`config.mk`:
```
export PLATFORM = sky130hd
export DESIGN_NAME = sifh_frame_sequencer_flat
export DESIGN_NICKNAME = d
export VERILOG_FILES = /design/src/rtl/sifh_frame_sequencer_pkg.sv /design/src/rtl/sifh_frame_sequencer_if.sv /design/src/rtl/sifh_frame_sequencer_counter.sv /design/src/rtl/sifh_frame_sequencer.sv /design/src/flat_wrapper.sv
export SDC_FILE = /design/constraint.sdc
export NUM_CORES = 1
export LEC_CHECK = 0
export CORE_MARGIN = 1.5
export CORE_UTILIZATION = 57
export CTS_CLUSTER_DIAMETER = 80
export DETAILED_ROUTE_END_ITERATION = 16
export GPL_ROUTABILITY_DRIVEN = 0
export PLACE_DENSITY = 0.85
export SLEW_MARGIN = 25
export SYNTH_ARGS = -nofsm -noshare
export SYNTH_HDL_FRONTEND = slang
export SYNTH_SLANG_ARGS = --single-unit
```
`constraint.sdc`:
```
create_clock -name clk -period 4.7 [get_ports clk]
set_input_delay 0.705 -clock clk [delete_from_list [all_inputs] [get_ports clk]]
set_output_delay 0.705 -clock clk [all_outputs]
set_load 0.005 [all_outputs]
```
`src/rtl/sifh_frame_sequencer_pkg.sv`:
```
// ============================================================================
// Module   : sifh_pkg
// Purpose  : Shared types and constants for the SiFH frame sequencer slice:
//            the sequencer state encoding, default geometry parameters, and
//            the counter-width helper.
// Revision : 1.0 - initial release
// ============================================================================
`default_nettype none

package sifh_pkg;

  typedef enum logic [2:0] {
    ST_IDLE   = 3'd0,
    ST_CLR0   = 3'd1,
    ST_COARSE = 3'd2,
    ST_PK0    = 3'd3,
    ST_CLR1   = 3'd4,
    ST_FINE   = 3'd5,
    ST_PK1    = 3'd6,
    ST_DONE   = 3'd7
  } seq_state_t;

  localparam int NP_DEF       = 10;
  localparam int NB_DEF       = 6;
  localparam int PIXELS_DEF   = 2;
  localparam int DATA_NUM_DEF = 4;
  localparam int ACQ_NUM_DEF  = 33333;
  localparam int PEAK_LAT_DEF = 4;

  // Bins held by one BRAM (all pixels sharing it).
  localparam int BIN_NUM_PER_RAM = PIXELS_DEF * (2 ** NB_DEF);

  // Width of a counter holding 0..n-1; never narrower than one bit.
  function automatic int cnt_w(input int n);
    return (n > 1) ? $clog2(n) : 1;
  endfunction

endpackage

`default_nettype wire

```
`src/rtl/sifh_frame_sequencer_if.sv`:
```
// ============================================================================
// Module   : sifh_frame_sequencer_if
// Purpose  : Bundles the frame control, TDC handshake and histogram-builder
//            signals of the SiFH frame sequencer.
//   master : drives start/tdc_valid/tdc_data, observes everything else
//   slave  : the sequencer; drives tdc_ready, hb_*, peak_latch, busy,
//            frame_done
// Revision : 1.0 - initial release
// ============================================================================
`default_nettype none

interface sifh_frame_sequencer_if
  import sifh_pkg::*;
#(
  parameter int NP     = NP_DEF,
  parameter int NB     = NB_DEF,
  parameter int PIXELS = PIXELS_DEF
);
  localparam int PW = cnt_w(PIXELS);

  logic          start;
  logic          tdc_valid;
  logic [NP-1:0] tdc_data;
  logic          tdc_ready;
  logic          hb_wr_en;
  logic [NP-1:0] hb_data;
  logic [PW-1:0] hb_pixel;
  logic          hb_pass;
  logic          hb_clr_en;
  logic [PW+NB-1:0] hb_clr_addr;
  logic          peak_latch;
  logic          busy;
  logic          frame_done;

  modport master (
    output start, tdc_valid, tdc_data,
    input  tdc_ready, hb_wr_en, hb_data, hb_pixel, hb_pass, hb_clr_en,
           hb_clr_addr, peak_latch, busy, frame_done
  );

  modport slave (
    input  start, tdc_valid, tdc_data,
    output tdc_ready, hb_wr_en, hb_data, hb_pixel, hb_pass, hb_clr_en,
           hb_clr_addr, peak_latch, busy, frame_done
  );

endinterface

`default_nettype wire

```
`src/rtl/sifh_frame_sequencer_counter.sv`:
```
// ============================================================================
// Module   : sifh_seq_counter
// Purpose  : Cascaded sample -> pixel -> acquisition counter for one pass.
//   clk, res : clock, synchronous active-low reset
//   i_inc    : count one accepted sample
//   i_clr    : return all counters to zero (wins over i_inc)
//   o_pixel  : current pixel index
//   o_last   : all three counters at their terminal values
// Revision : 1.0 - initial release
// ============================================================================
`default_nettype none

module sifh_seq_counter
  import sifh_pkg::*;
#(
  parameter int DATA_NUM = DATA_NUM_DEF,
  parameter int PIXELS   = PIXELS_DEF,
  parameter int ACQ_NUM  = ACQ_NUM_DEF
) (
  input  wire logic                        clk,
  input  wire logic                        res,
  input  wire logic                        i_inc,
  input  wire logic                        i_clr,
  output logic [cnt_w(PIXELS)-1:0]         o_pixel,
  output logic                             o_last
);
  localparam int SW = cnt_w(DATA_NUM);
  localparam int PW = cnt_w(PIXELS);
  localparam int AW = cnt_w(ACQ_NUM);
  localparam logic [SW-1:0] C_SMP_MAX = SW'(DATA_NUM - 1);
  localparam logic [PW-1:0] C_PIX_MAX = PW'(PIXELS - 1);
  localparam logic [AW-1:0] C_ACQ_MAX = AW'(ACQ_NUM - 1);

  logic [SW-1:0] r_smp;
  logic [PW-1:0] r_pix;
  logic [AW-1:0] r_acq;
  logic          w_smp_max;
  logic          w_pix_max;
  logic          w_acq_max;

  // Terminal compares instead of natural overflow: counts need not be 2^n.
  assign w_smp_max = (r_smp == C_SMP_MAX);
  assign w_pix_max = (r_pix == C_PIX_MAX);
  assign w_acq_max = (r_acq == C_ACQ_MAX);
  assign o_last    = w_smp_max & w_pix_max & w_acq_max;
  assign o_pixel   = r_pix;

  always_ff @(posedge clk) begin
    if (!res || i_clr) begin
      r_smp <= '0;
      r_pix <= '0;
      r_acq <= '0;
    end else if (i_inc) begin
      if (!w_smp_max) begin
        r_smp <= r_smp + 1'b1;
      end else begin
        r_smp <= '0;
        if (!w_pix_max) begin
          r_pix <= r_pix + 1'b1;
        end else begin
          r_pix <= '0;
          r_acq <= w_acq_max ? '0 : r_acq + 1'b1;
        end
      end
    end
  end

endmodule

`default_nettype wire

```
`src/rtl/sifh_frame_sequencer.sv`:
```
// ============================================================================
// Module   : sifh_frame_sequencer
// Purpose  : Frame controller for the SiFH histogram builder. Runs each frame
//            as clear / coarse pass / peak drain / clear / fine pass / peak
//            drain, tagging accepted TDC samples with pixel and pass.
//   clk   : system clock
//   res   : synchronous active-low reset
//   bus   : sifh_frame_sequencer_if.slave (start, TDC handshake, hb_* outputs,
//           peak_latch, busy, frame_done)
//   abort : only when SIFH_SEQ_ABORT_EN is defined; returns to IDLE at once
// Config   : `define SIFH_SEQ_ABORT_EN to add the abort input.
// Revision : 1.0 - initial release
// ============================================================================
`default_nettype none

module sifh_frame_sequencer
  import sifh_pkg::*;
#(
  parameter int NP       = NP_DEF,
  parameter int NB       = NB_DEF,
  parameter int PIXELS   = PIXELS_DEF,
  parameter int DATA_NUM = DATA_NUM_DEF,
  parameter int ACQ_NUM  = ACQ_NUM_DEF,
  parameter int PEAK_LAT = PEAK_LAT_DEF
) (
  input  wire logic              clk,
  input  wire logic              res,
  sifh_frame_sequencer_if.slave  bus
`ifdef SIFH_SEQ_ABORT_EN
  ,
  input  wire logic              abort
`endif
);
  localparam int PW = cnt_w(PIXELS);
  localparam int CW = PW + NB;
  localparam int LW = cnt_w(PEAK_LAT + 1);
  localparam logic [CW-1:0] C_CLR_LAST = CW'(PIXELS * (2 ** NB) - 1);
  localparam logic [LW-1:0] C_PK_LAST  = LW'(PEAK_LAT);

  seq_state_t    r_state;
  logic [CW-1:0] r_clr_addr;
  logic [LW-1:0] r_pk_cnt;
  logic          r_ready;
  logic          r_wr_en;
  logic [NP-1:0] r_data;
  logic [PW-1:0] r_pixel;
  logic          r_pass;
  logic          r_clr_en;
  logic          r_peak;
  logic          r_busy;
  logic          r_done;

  logic          w_accept;
  logic          w_cnt_last;
  logic          w_last;
  logic          w_abort;
  logic [PW-1:0] w_pixel;

  // r_ready is high exactly in COARSE/FINE, so it doubles as the pass gate.
  assign w_accept = r_ready & bus.tdc_valid;
  assign w_last   = w_accept & w_cnt_last;

`ifdef SIFH_SEQ_ABORT_EN
  assign w_abort = abort & (r_state != ST_IDLE);
`else
  assign w_abort = 1'b0;
`endif

  sifh_seq_counter #(
    .DATA_NUM (DATA_NUM),
    .PIXELS   (PIXELS),
    .ACQ_NUM  (ACQ_NUM)
  ) u_cnt (
    .clk     (clk),
    .res     (res),
    .i_inc   (w_accept),
    .i_clr   (w_last | w_abort),
    .o_pixel (w_pixel),
    .o_last  (w_cnt_last)
  );

  always_ff @(posedge clk) begin
    if (!res) begin
      r_state    <= ST_IDLE;
      r_clr_addr <= '0;
      r_pk_cnt   <= '0;
      r_ready    <= 1'b0;
      r_wr_en    <= 1'b0;
      r_data     <= '0;
      r_pixel    <= '0;
      r_pass     <= 1'b0;
      r_clr_en   <= 1'b0;
      r_peak     <= 1'b0;
      r_busy     <= 1'b0;
      r_done     <= 1'b0;
    end else begin
      r_wr_en <= 1'b0;
      r_peak  <= 1'b0;
      r_done  <= 1'b0;

      // Tag with the pre-increment pixel and the current pass.
      if (w_accept) begin
        r_wr_en <= 1'b1;
        r_data  <= bus.tdc_data;
        r_pixel <= w_pixel;
        r_pass  <= (r_state == ST_FINE);
      end

      if (w_abort) begin
        r_state    <= ST_IDLE;
        r_wr_en    <= 1'b0;
        r_ready    <= 1'b0;
        r_clr_en   <= 1'b0;
        r_clr_addr <= '0;
        r_pk_cnt   <= '0;
        r_busy     <= 1'b0;
      end else begin
        case (r_state)
          ST_IDLE: begin
            if (bus.start) begin
              r_state    <= ST_CLR0;
              r_clr_en   <= 1'b1;
              r_clr_addr <= '0;
              r_busy     <= 1'b1;
            end
          end
          ST_CLR0, ST_CLR1: begin
            if (r_clr_addr == C_CLR_LAST) begin
              r_clr_en   <= 1'b0;
              r_clr_addr <= '0;
              r_ready    <= 1'b1;
              r_state    <= (r_state == ST_CLR0) ? ST_COARSE : ST_FINE;
            end else begin
              r_clr_addr <= r_clr_addr + 1'b1;
            end
          end
          ST_COARSE, ST_FINE: begin
            if (w_last) begin
              r_ready  <= 1'b0;
              r_pk_cnt <= '0;
              r_state  <= (r_state == ST_COARSE) ? ST_PK0 : ST_PK1;
            end
          end
          ST_PK0, ST_PK1: begin
            // PEAK_LAT full drain cycles, then the latch pulse on the next edge.
            if (r_pk_cnt == C_PK_LAST) begin
              r_pk_cnt <= '0;
              r_peak   <= 1'b1;
              if (r_state == ST_PK0) begin
                r_state    <= ST_CLR1;
                r_clr_en   <= 1'b1;
                r_clr_addr <= '0;
              end else begin
                r_state <= ST_DONE;
              end
            end else begin
              r_pk_cnt <= r_pk_cnt + 1'b1;
            end
          end
          ST_DONE: begin
            r_done  <= 1'b1;
            r_busy  <= 1'b0;
            r_state <= ST_IDLE;
          end
          default: r_state <= ST_IDLE;
        endcase
      end
    end
  end

  assign bus.tdc_ready   = r_ready;
  assign bus.hb_wr_en    = r_wr_en;
  assign bus.hb_data     = r_data;
  assign bus.hb_pixel    = r_pixel;
  assign bus.hb_pass     = r_pass;
  assign bus.hb_clr_en   = r_clr_en;
  assign bus.hb_clr_addr = r_clr_addr;
  assign bus.peak_latch  = r_peak;
  assign bus.busy        = r_busy;
  assign bus.frame_done  = r_done;

endmodule

`default_nettype wire

```
`src/flat_wrapper.sv`:
```
// flat-port wrapper written by rule: the top's interface ports become plain ports
module sifh_frame_sequencer_flat import sifh_pkg::*;
#(
  parameter int NP       = NP_DEF,
  parameter int NB       = NB_DEF,
  parameter int PIXELS   = PIXELS_DEF,
  parameter int DATA_NUM = DATA_NUM_DEF,
  parameter int ACQ_NUM  = ACQ_NUM_DEF,
  parameter int PEAK_LAT = PEAK_LAT_DEF
)
  (clk, res, bus_start, bus_tdc_valid, bus_tdc_data, bus_tdc_ready, bus_hb_wr_en, bus_hb_data, bus_hb_pixel, bus_hb_pass, bus_hb_clr_en, bus_hb_clr_addr, bus_peak_latch, bus_busy, bus_frame_done);
  sifh_frame_sequencer_if #(.NP(NP), .NB(NB), .PIXELS(PIXELS)) bus_i ();
  input  wire logic clk;
  input  wire logic res;
  input wire logic [$bits(bus_i.start)-1:0] bus_start;
  input wire logic [$bits(bus_i.tdc_valid)-1:0] bus_tdc_valid;
  input wire logic [$bits(bus_i.tdc_data)-1:0] bus_tdc_data;
  output wire logic [$bits(bus_i.tdc_ready)-1:0] bus_tdc_ready;
  output wire logic [$bits(bus_i.hb_wr_en)-1:0] bus_hb_wr_en;
  output wire logic [$bits(bus_i.hb_data)-1:0] bus_hb_data;
  output wire logic [$bits(bus_i.hb_pixel)-1:0] bus_hb_pixel;
  output wire logic [$bits(bus_i.hb_pass)-1:0] bus_hb_pass;
  output wire logic [$bits(bus_i.hb_clr_en)-1:0] bus_hb_clr_en;
  output wire logic [$bits(bus_i.hb_clr_addr)-1:0] bus_hb_clr_addr;
  output wire logic [$bits(bus_i.peak_latch)-1:0] bus_peak_latch;
  output wire logic [$bits(bus_i.busy)-1:0] bus_busy;
  output wire logic [$bits(bus_i.frame_done)-1:0] bus_frame_done;
  assign bus_i.start = bus_start;
  assign bus_i.tdc_valid = bus_tdc_valid;
  assign bus_i.tdc_data = bus_tdc_data;
  assign bus_tdc_ready = bus_i.tdc_ready;
  assign bus_hb_wr_en = bus_i.hb_wr_en;
  assign bus_hb_data = bus_i.hb_data;
  assign bus_hb_pixel = bus_i.hb_pixel;
  assign bus_hb_pass = bus_i.hb_pass;
  assign bus_hb_clr_en = bus_i.hb_clr_en;
  assign bus_hb_clr_addr = bus_i.hb_clr_addr;
  assign bus_peak_latch = bus_i.peak_latch;
  assign bus_busy = bus_i.busy;
  assign bus_frame_done = bus_i.frame_done;
  sifh_frame_sequencer #(.NP(NP), .NB(NB), .PIXELS(PIXELS), .DATA_NUM(DATA_NUM), .ACQ_NUM(ACQ_NUM), .PEAK_LAT(PEAK_LAT)) u_core (.clk(clk), .res(res), .bus(bus_i));
endmodule
```
== Word-level counts from Yosys, hierarchy flattened ==
Cells that the tools add are included.
Word-level totals
  register bits: 50
  input bits: 14
  output and inout bits: 25
  word-level logic and storage cells: 90
Operators by class
  $add $sub $neg: 5
  equal/unequal tests: 16
  multiplexer cells: 31
  bitwise logic cells: 4
  reductions and logical operators: 19
Operators by type and width (number)
  two-way mux 7 bit: 4
  two-way mux 3 bit: 8
  case mux 7 bit (3 select lines): 1
  adder 16 x 1 -> 16 bit, second input constant: 1
  == test 16 bit, second input constant: 1
  two-way mux 16 bit: 1
  == test 3 bit, second input constant: 5
  case mux 3 bit (5 select lines): 1
  two-way mux 1 bit: 10
  AND reduction 2 bit: 4
  AND reduction 4 bit: 2
  adder 7 x 1 -> 7 bit, second input constant: 1
  == test 7 bit, second input constant: 1
  == test 3 x 2 -> 1 bit, second input constant: 2
  inequality test 2 x 1 -> 1 bit, second input constant: 3
  case mux 3 bit (2 select lines): 1
  AND reduction 3 bit: 2
  nonzero test 2 bit: 3
  OR reduction 2 bit: 3
  AND reduction 5 bit: 1
  AND 1 bit: 4
  two-way mux 2 bit: 2
  inequality test 2 bit, second input constant: 2
  case mux 1 bit (2 select lines): 2
  10 further kinds: 10

== Longest topological paths before layout ==
Gate-level depths: netlist (run 1).
  depth in word-level cells: 6
  gate-level depth with buffers: 8
  mapped depth without buffers: 7

== Hierarchy ==
A second synthesis (run 1) with hierarchy kept.
Second synthesis, totals
  cell total of the unflattened synthesis: 283
  area, all modules: 2394.8 um^2
By module, submodules not included
  sifh_frame_sequencer: instances 1, cells an instance 175, area an instance 1486.4 um^2, sequential area each 620.6 um^2
  sifh_seq_counter: instances 1, cells an instance 108, area an instance 908.4 um^2, sequential area each 380.4 um^2

== Worst setup path after synthesis (run 1) ==
Ideal clock, no wire load.
  path type: reg-to-reg
  start: reg u_core.r_state[0]
  end: reg u_core.r_clr_addr[2] (netlist: u_core.bus.hb_clr_addr[2])
  setup time: 0.070 ns
  arrival time: 1.849 ns
  required time: 4.630 ns
  slack: 2.780 ns
  stages on the path, launching flop included: 8
  path buffers: 0
  clock period less this slack: 1.920 ns
  cells stage by stage: dfxtp_1 > inv_1 > ha_1 > mux2i_1 > o221ai_1 > nand2b_1 > or3b_1 > a21oi_1
Between the ends
  word-level cells in the longest chain between the ends: 4
  elaborated cells between the ends (all ways): 13
  those cells by class: eq/ne: 7; mux: 1; reduce/logical: 5
Ends and longest elaborated chain
  start, declared: RTL line sifh_frame_sequencer.sv:40  | seq_state_t r_state;
  start signal, assigned: RTL line sifh_frame_sequencer.sv:132  | r_state <= (r_state == ST_CLR0) ? ST_COARSE : ST_FINE;
  start signal, assigned: RTL line sifh_frame_sequencer.sv:141  | r_state <= (r_state == ST_COARSE) ? ST_PK0 : ST_PK1;
  == test 3 bit, or another cell as far along: RTL line sifh_frame_sequencer.sv:118  | case (r_state)
  OR reduction 2 bit: RTL line sifh_frame_sequencer.sv:118
  inequality test 2 x 1 -> 1 bit (no source line) or nonzero test 3 bit (tied branches)
  AND reduction 4 bit (no source line)
  end signal, assigned: RTL line sifh_frame_sequencer.sv:134  | r_clr_addr <= r_clr_addr + 1'b1;
  end, declared: RTL line sifh_frame_sequencer.sv:41  | logic [CW-1:0] r_clr_addr;
Parallel ways exist; a longest one is shown, timed or not.
A chain may end at the register's enable or synchronous reset.

== Worst setup path in the final report (run 1) ==
  start: reg u_core.r_state[0]
  end: reg u_core.r_clr_addr[4] (netlist: u_core.bus.hb_clr_addr[4])
The elaborated chain is that of the path after synthesis.

==> impl_metrics.json, run 1 <==
{
  "min_path_type": "reg2reg",
  "multi_input_area_mm2": 0.00126,
  "drtIter0Drc": 106,
  "fin_util_pct": 71.8,
  "pre_cts_slack_ps": 2050,
  "antenna_cells": 0,
  "boundaryPins": 39,
  "crit_type": "reg2reg",
  "p_total_mw": 1.04,
  "grt_pass1_vias": 1761,
  "arrival_ps": 2790,
  "detail_route.wl_per_cell_um": 12.9,
  "synth_area_mm2": 0.00236,
  "maxSlewViolCount": 0,
  "grt_antenna_before_repair": 0,
  "postSynthAreaPerCell_um2": 8.21,
  "postCtsSetupRepairBufs": 0,
  "ys.warnings.count": 0,
  "htreeDepth": 2,
  "dr_total_vias": 2023,
  "max-slew-margin-rel_pct": 37.4,
  "syn-instance-count": 287,
  "fin_setup_tns_ps": 0,
  "status": "finished clean",
  "syn_to_final_growth_pct": 21.8,
  "numCtsBuffers": 5,
  "yosys-top-cells-count": "dfxtp_1, nand2_1, nor2_1",
  "io_buffers": 38,
  "grt_pass1_wl_um": 7640,
  "async_flop_share_pct": 0,
  "cp.required_ps": 4940,
  "synth-edff-count": 0,
  "yosysSeqAreaShare_pct": 42.5,
  "cp-end-kind": "register",
  "fin_crit_ps": 2560,
  "rsz0062_at_grt": "no",
  "power.leakage_nw": 0.981,
  "setup_viol": 0,
  "cp-start-kind": "register",
  "drc": 0,
  "place_hpwl_um": 3410,
  "seqCellArea_mm2": 0.00100,
  "drt-vias-per-instance": 5.42,
  "path_cells": "inv_1 > ha_1 > mux2i_1 > o221ai_1 > nand2b_1 > or3b_1 > a21oi_1",
  "dr.pass1.iters": 4,
  "synth_area_leaders": "dfxtp_1, nand2_1, nor2_1, a21oi_1, ha_1",
  "worst_slack_ps": 2140,
  "worstSkewPairLatency_ps": 310,
  "cpPeakStageDelay_ps": 500,
  "clk_pin_slew_ps": 100,
  "ctsHoldBuffers": 0,
  "fmax_mhz": 391,
  "synth_largest_type_area_fraction_pct": 42.5,
  "n_fill_cell": 321,
  "ys_seq_elements": 50,
  "ant_nets": 0,
  "hold_viol_final": 0,
  "yosysTopAreaCell": "dfxtp_1",
  "cts-resized-gates": 0,
  "initial_core_util_pct": 58.9,
  "cts_sinks": 50,
  "final_nets": 346,
  "cp_slowest_cell": "o221ai_1",
  "drive_gt1_share_pct": 4.64,
  "ir_worst_vdd_mv": 0.217,
  "clock_skew_ps": 8.99,
  "grtUsageTotal_pct": 22.1,
  "yosysMostFrequentCell": "dfxtp_1",
  "core_area_mm2": 0.00400,
  "dieWidth_um": 67.3,
  "clockRootBuffer": "clkbuf_8",
  "wl_um": 4830,
  "period_share_pct": 54.4,
  "maxCapViolCount": 0,
  "overflow": 0,
  "die_h_um": 67.3,
  "crit_fanout": 13,
  "synth_cell_type_count": 43,
  "num_rows": 23,
  "syn_nets": 311,
  "die-area_mm2": 0.00453,
  "p_per_area_mw_per_mm2": 361,
  "cts_tree": "done",
  "clock_path_buffers": 2,
  "grt_max_degree": 32,
  "worst_pin_slew_ps": 937,
  "synthFlopType": "dfxtp_1"
}
-- routing by layer --
| metal | up-vias | routed length, µm | track usage [%] |
|---|---|---|---|
| met2 | 32 | 2290 | 37.7 |
| li1 | 1041 | - | - |
| met3 | 10 | 168 | 3.67 |
| met4 | 0 | 76 | 8.16 |
| met1 | 940 | 2290 | 27.8 |
| met5 | - | 0 | 0 |
-- sequential cells by signal, summed over array words and instances, names as in the netlist --
signal	flops
u_core.bus.hb_data	10
u_core.r_state	3
u_core.bus.frame_done	1
u_core.u_cnt.o_pixel	1
u_core.u_cnt.r_smp	2
u_core.bus.hb_clr_addr	7
u_core.bus.hb_clr_en	1
u_core.bus.hb_wr_en	1
u_core.bus.tdc_ready	1
u_core.bus.peak_latch	1
u_core.bus.hb_pixel	1
u_core.bus.hb_pass	1
u_core.bus.busy	1
u_core.u_cnt.r_acq	16
u_core.r_pk_cnt	3
-- critical path, delay by kind of cell (launching register included) --
| family | cells | cell delay (ps) |
|---|---|---|
| fa+ha+maj | 1 | 230 |
| buf+inv | 1 | 100 |
| compound gates | 2 | 640 |
| simple gates | 2 | 690 |
| flops | 1 | 430 |
| mux | 1 | 390 |
-- cell usage in the layout, fill, tap and decap left out, types with 8 or more instances in the layout --
cell	n
nand3_1	8
nor2_1	37
inv_1	13
ha_1	10
dfxtp_1	50
a21oi_1	25
nand2_1	49
xnor2_1	14
clkdlybuf4s50_1	38
o21ai_0	11
-- layout make-up --
type / instances / area share, %
Clock buffer: 5 / 2.40
Clock inverter: 3 / 1.53
Inverter: 13 / 1.70
Multi-Input combinational cell: 214 / 44.1
Sequential cell: 50 / 34.9
Tap cell: 50 / 2.18
Timing Repair Buffer: 38 / 13.3
-- through the flow --
step | hold slack [ps] | std cells | area, µm²
6_report | 460 | 373 | 2870
5_1_grt | 486 | 373 | 2870
4_1_cts | 460 | 373 | 2870
3_5_place_dp | 446 | 365 | 2760
3_3_place_gp | 443 | 365 | 2760
2_1_floorplan | 440 | 287 | 2360
-- worst paths after layout --
check | start | endpoint | slack [ps] | cells past startpoint
max reg2reg | u_core.r_state[0] | u_core.bus.hb_clr_addr[4] | 2140 | 7
min | u_core.bus.hb_data[1] | u_core.bus.hb_data[1] | 460 | 2
min reg2reg | u_core.bus.hb_data[1] | u_core.bus.hb_data[1] | 460 | 2
max | u_core.r_state[0] | u_core.bus.hb_clr_addr[4] | 2140 | 7
-- kinds of logic (layout without fill, tap and decap cells) --
family	after synthesis	count (layout)	synth area share, %
adders and majority gates	10	10	5.31
and+or+nand+nor	133	133	27.7
DFF	50	50	42.5
muxes	8	8	3.45
buffers and inverters	23	59	3.82
xor gates and xnor gates	16	16	5.95
AOI/OAI and AO/OA	47	47	11.3
-- power breakdown --
group,switching [mW],internal [mW]
sequential,0.0241,0.446
combinational,0.145,0.116
clock,0.145,0.160
total,0.314,0.722
No activity file was read; power rests on OpenSTA's default activity.
==> run 2: changes to the inputs <==
- CORE_UTILIZATION: 57 -> 53
- PLACE_DENSITY: 0.85 -> 0.79
- clock period: 4.7 -> 2.6 ns (I/O delays scaled with it)
==> run 2 against run 1 <==
Hold slack about the same. Die area increased by 7.2%. Highest routed layer unchanged. Combinational power increased by 89%. Non-clock buffer count increased by 4. Total power increased by 81%.
==> impl_metrics.json, run 2 (synthesized netlist as in run 1, its figures left out) <==
{
  "min_path_type": "reg2reg",
  "overflow": 0,
  "core_area_mm2": 0.00432,
  "crit_fanout": 12,
  "seqPwrFrac_pct": 45.2,
  "detail_route.wl_per_cell_um": 13.1,
  "die_h_um": 69.7,
  "cts_sinks": 50,
  "largest_register_ffs": 16,
  "fmax_mhz": 473,
  "clock_path_buffers": 2,
  "p_total_mw": 1.87,
  "antenna_cells": 0,
  "hold_viol_final": 0,
  "num_rows": 24,
  "clock_skew_ps": 8.54,
  "worst_pin_slew_ps": 563,
  "ir_worst_vdd_mv": 0.408,
  "wl_met1_um": 2230,
  "maxSlewViolCount": 0,
  "clockRootBuffer": "clkbuf_8",
  "dieWidth_um": 69.7,
  "syn_to_final_growth_pct": 22.9,
  "seqCellArea_mm2": 0.00100,
  "pre_cts_slack_ps": 451,
  "dr.pass1.iters": 4,
  "grtUsageTotal_pct": 21.5,
  "grt_pass1_vias": 2079,
  "grt_pass1_wl_um": 8640,
  "multi_input_area_mm2": 0.00126,
  "regMostFlops": "u_core.u_cnt.r_acq",
  "pwr-share-clk_pct": 28.5,
  "ctsHoldBuffers": 0,
  "cp.required_ps": 2830,
  "final_common_cell": "dfxtp_1",
  "routed-wl-met2_um": 2470,
  "power.leakage_nw": 0.996,
  "maxCapViolCount": 0,
  "fin_crit_ps": 2110,
  "p_sw_uw": 556,
  "ant_nets": 0,
  "wl_um": 4960,
  "die-area_mm2": 0.00485,
  "cp-start-kind": "register",
  "worstSkewPairLatency_ps": 300,
  "drt-vias-per-instance": 5.40,
  "postCtsSetupRepairBufs": 0,
  "setup_viol": 0,
  "p_per_area_mw_per_mm2": 647,
  "cp-end-kind": "register",
  "drtIter0Drc": 104,
  "worst_slack_ps": 487,
  "routed.top_layer": "met4",
  "rsz0062_at_grt": "no",
  "arrival_ps": 2350,
  "place_hpwl_um": 3640,
  "clk_pin_slew_ps": 90,
  "grt_antenna_before_repair": 0,
  "initial_core_util_pct": 54.5,
  "cts_tree": "done",
  "htreeDepth": 2,
  "status": "finished clean",
  "final_nets": 350,
  "numCtsBuffers": 5,
  "p_sw_share_pct": 29.7,
  "cts-resized-gates": 0,
  "max-slew-margin-rel_pct": 62.0,
  "boundaryPins": 39,
  "holdWs_ps": 461,
  "power.internal_mw": 1.32,
  "dr_total_vias": 2047,
  "drive_gt1_share_pct": 5.20,
  "drc": 0,
  "wl_met3_um": 194,
  "crit_type": "reg2reg",
  "pwr-share-comb_pct": 26.2,
  "grt_max_degree": 23,
  "final_cell_mix": "dfxtp_1, nand2_1, clkdlybuf4s50_1",
  "period_share_pct": 81.3,
  "io_buffers": 38,
  "n_fill_cell": 360,
  "fin_util_pct": 67.0,
  "fin_setup_tns_ps": 0
}
run 2: changes by cell type in the layout (fill, tap and decap cells not counted), sizes merged:
cell and delta:
inv -1, clkbuf +2, buf +4, clkinv -1
run 2: worst paths after layout:
| path | startpoint | to | slack, ps | cells after the start |
|---|---|---|---|---|
| worst max-delay path | u_core.r_state[0] | u_core.bus.hb_clr_addr[3] | 490 | 8 |
| worst min-delay path | u_core.bus.hb_pixel | u_core.bus.hb_pixel | 460 | 2 |
| worst max register to register | u_core.r_state[0] | u_core.bus.hb_clr_addr[3] | 490 | 8 |
| worst min register to register | u_core.bus.hb_pixel | u_core.bus.hb_pixel | 460 | 2 |
run 2: per-stage QoR:
stage / cells / cell area [µm²]
after floorplan: 287 / 2360
after global placement: 371 / 2790
after detailed placement: 371 / 2790
after CTS: 379 / 2900
after global routing: 379 / 2900
final: 379 / 2900
run 2: worst max-delay path: stages (launching register included):
cell	delay (ps)
dfxtp_1	420
inv_1	90
ha_1	220
mux2i_1	360
o221ai_1	210
buf_4	210
nor3b_1	280
nand2b_1	100
a21oi_1	140
run 2: cell type report:
| type | instances | share of cell area (%) |
|---|---|---|
| well taps | 52 | 2.25 |
| clock buffers | 7 | 2.63 |
| repair buffers | 42 | 14.2 |
| inverters | 13 | 1.68 |
| flip-flops and latches | 50 | 34.6 |
| multi-input cells | 214 | 43.7 |
| clock inverters | 1 | 1.04 |
run 2: power groups by stage:
stage	sequential [mW]	clock, mW	combinational (mW)
after floorplan	0.858	0	0.333
after global routing	0.853	0.575	0.556
after detailed placement	0.865	0	0.490
after global placement	0.863	0	0.480
final	0.848	0.535	0.492
after CTS	0.847	0.550	0.493
run 2: layer usage:
| layer | track usage [%] | up-vias |
|---|---|---|
| li1 | - | 1049 |
| met1 | 24.3 | 951 |
| met2 | 38.9 | 39 |
| met3 | 5.67 | 8 |
| met4 | 7.91 | 0 |
| met5 | 0 | - |
==> patch: new RTL, flow settings as in run 2 <==
The package constant `PEAK_LAT_DEF` goes from 4 to 5.
--- a/src/rtl/sifh_frame_sequencer_pkg.sv
+++ b/src/rtl/sifh_frame_sequencer_pkg.sv
@@ -27,3 +27,3 @@
   localparam int ACQ_NUM_DEF  = 33333;
-  localparam int PEAK_LAT_DEF = 4;
+  localparam int PEAK_LAT_DEF = 5;
 
Behaviour: no difference found for any inputs over 10 cycles, from zero or initial values; that may be too few to reach the edited logic, so the function may still have changed.
==> patch against run 2 <==
Sequential cell count is the same; wire length is essentially flat; highest routed layer unchanged; sequential power grew 5.2%; non-clock buffer count grew 2; first-iteration DRC count shrank 41%; cell area grew 3.7%; area after synthesis grew 3.0%; clock skew grew 0.0041 ns; setup slack gained 0.011 ns; power grew 17%.
==> patch: results (changes against run 2) <==
Run status
  – Status: completed

Place
  – Placed instance area: 2860 um2 (+2.6%)
  – Post-DP HPWL: 3.61 mm (-0.71%)
  – Setup slack at placement: 0.340 ns (-0.111 ns)
  – Port Buf Inserts: 38 (unchanged)

Synthesis
  – Mux share of post-synthesis cell area: 2.99% (-0.46 points)
  – Synth cell count leaders: dfxtp_1 (50), nand2_1 (42), nor2_1 (22), o21ai_0 (16), a21boi_0 (15)
  – Post-Synth Adder-Cell Area: 4.12% (-1.2 points)
  – Area leader, netlist: dfxtp_1
  – Post-synthesis compound-gate area fraction: 16.7% (+5.4 points)
  – Syn nets: 305 (-1.9%)
  – Sequential fraction of the synthesis area: 41.2% (-1.2 points)
  – Top post-synthesis cells by area: dfxtp_1 (41%), nand2_1 (6.5%), a21boi_0 (4.6%), ha_1 (4.1%), xnor2_1 (4.0%)
  – Yosys warning total: 0 (unchanged)
  – XOR/XNOR Fraction of Synth Area: 4.33% (-1.6 points)
  – Synth cell types: 50 (+16%)
  – Asr flop ratio synth: 0% (unchanged)

Final layout
  – Fillcell total: 349 (-3.1%)
  – Largest Register: u_core.u_cnt.r_acq
  – Share of layout cells above drive strength 1: 7.43% (+2.2 points)
  – Max reg flops: 16 (unchanged)
  – Nets@finish: 344 (-1.7%)

Route
  – Routed wl met3: 235 um (+21%)
  – Initial DRC count: 61 (-41%)
  – Wire length on met1: 2.31 mm (+3.3%)
  – Met2 wire len: 2.36 mm (-4.3%)
  – Top Metal Used: met4
  – Drt pass-1 iters: 4 (unchanged)
  – DR vias/cell: 5.51 (+2.1%)
  – Total Wirelength: 4.96 mm (about the same)

Clock network
  – CTS H-tree lvls: 2 (unchanged)
  – CTS root buffer: clkbuf_8
  – Post-CTS Setup Bufs: 0 (unchanged)
  – Clock latency on the worst-skew pair: 0.31 ns
  – Clock Tree Buf Depth: 2 (unchanged)
  – CTS Buf Count: 5 (unchanged)
  – Clock Pin Slew Worst Setup and Hold Paths: 0.09 ns (about the same)

GRT
  – Initial antenna violation count: 0 (unchanged)
  – Vias in the first global route: 1791 (-14%)
  – Total Routing Usage GR: 20.5% (-1.1 points)
  – Largest net degree at the start of global routing: 24 (+4.3%)
  – First-pass GRT wire length: 8.11 mm (-6.1%)

Timing
  – Slew margin rel.: 62.7% (+0.67 points)
  – Final setup skew: 0.0126 ns (+0.00408 ns)
  – Fmax: 476 MHz (+0.54%)
  – Setup_tns: 0 ns (unchanged)

Min path
  – Hold WC Path Type: register to register

Pwr
  – Largest vdd supply drop: 0.000534 V (+31%)
  – Leak: 1.04 nW (+4.9%)

Critical path
  – Crit path DAT: 2.35 ns (about the same)
  – Critical-path maximum fanout: 15 (+3)
[patch: changes by cell type after synthesis, moves of 4 or more]
cell and delta:
a21boi_0 +15, a21oi_1 -15, nor2_1 -15, nand2_1 -7
nor2b_1 +5, o21ai_0 +5, o31ai_1 +4
[patch: critical path, cell delays in order, from the launching register on]
cell and delay (ns):
dfxtp_1 0.68, mux2i_4 0.40, o221ai_2 0.16, or2_1 0.28, or3b_1 0.38, a21boi_1 0.14
[patch: layout make-up]
class	instances	share of cell area, %
clock buffers	6	2.75
clock inverters	2	2.00
inverters	13	1.62
multi-input cells	208	44.0
flip-flops and latches	50	33.3
well taps	52	2.17
repair buffers	44	14.2
[patch: kinds of logic (layout without fill, tap and decap cells)]
family	count (synthesis)	in the layout
AO/OA/AOI/OAI	61	61
XOR/XNOR	12	12
adder cells (fa/ha/maj)	8	8
buffers and inverters	25	65
flip-flops	50	50
multiplexers	6	6
AND/OR/NAND/NOR	121	121
[patch: layer usage]
layer | vias to the layer above | track usage, %
met3 | 6 | 6.70
met4 | 0 | 7.34
li1 | 1058 | -
met1 | 969 | 24.9
met2 | 34 | 34.0
met5 | - | 0
[patch: where the power goes]
group	total (mW)	internal [mW]	switching, mW	leakage, nW
registers	0.892	0.830	0.0626	0.404
clock network	0.662	0.410	0.252	0.0714
logic	0.638	0.304	0.334	0.569
[patch: worst paths after layout]
check	endpoint	startpoint	cells after the start	slack, ns
max	u_core.bus.hb_clr_addr[4]	u_core.r_state[2]	5	0.50
min	u_core.bus.hb_data[0]	u_core.bus.hb_data[0]	2	0.47
max reg2reg	u_core.bus.hb_clr_addr[4]	u_core.r_state[2]	5	0.50
min reg2reg	u_core.bus.hb_data[0]	u_core.bus.hb_data[0]	2	0.47
[patch: metrics by stage]
step	utilization, %	instances
finish	68.5	375
global route	68.5	375
CTS	68.5	375
detailed placement	65.3	367
global placement	65.3	367
floorplan	-	283
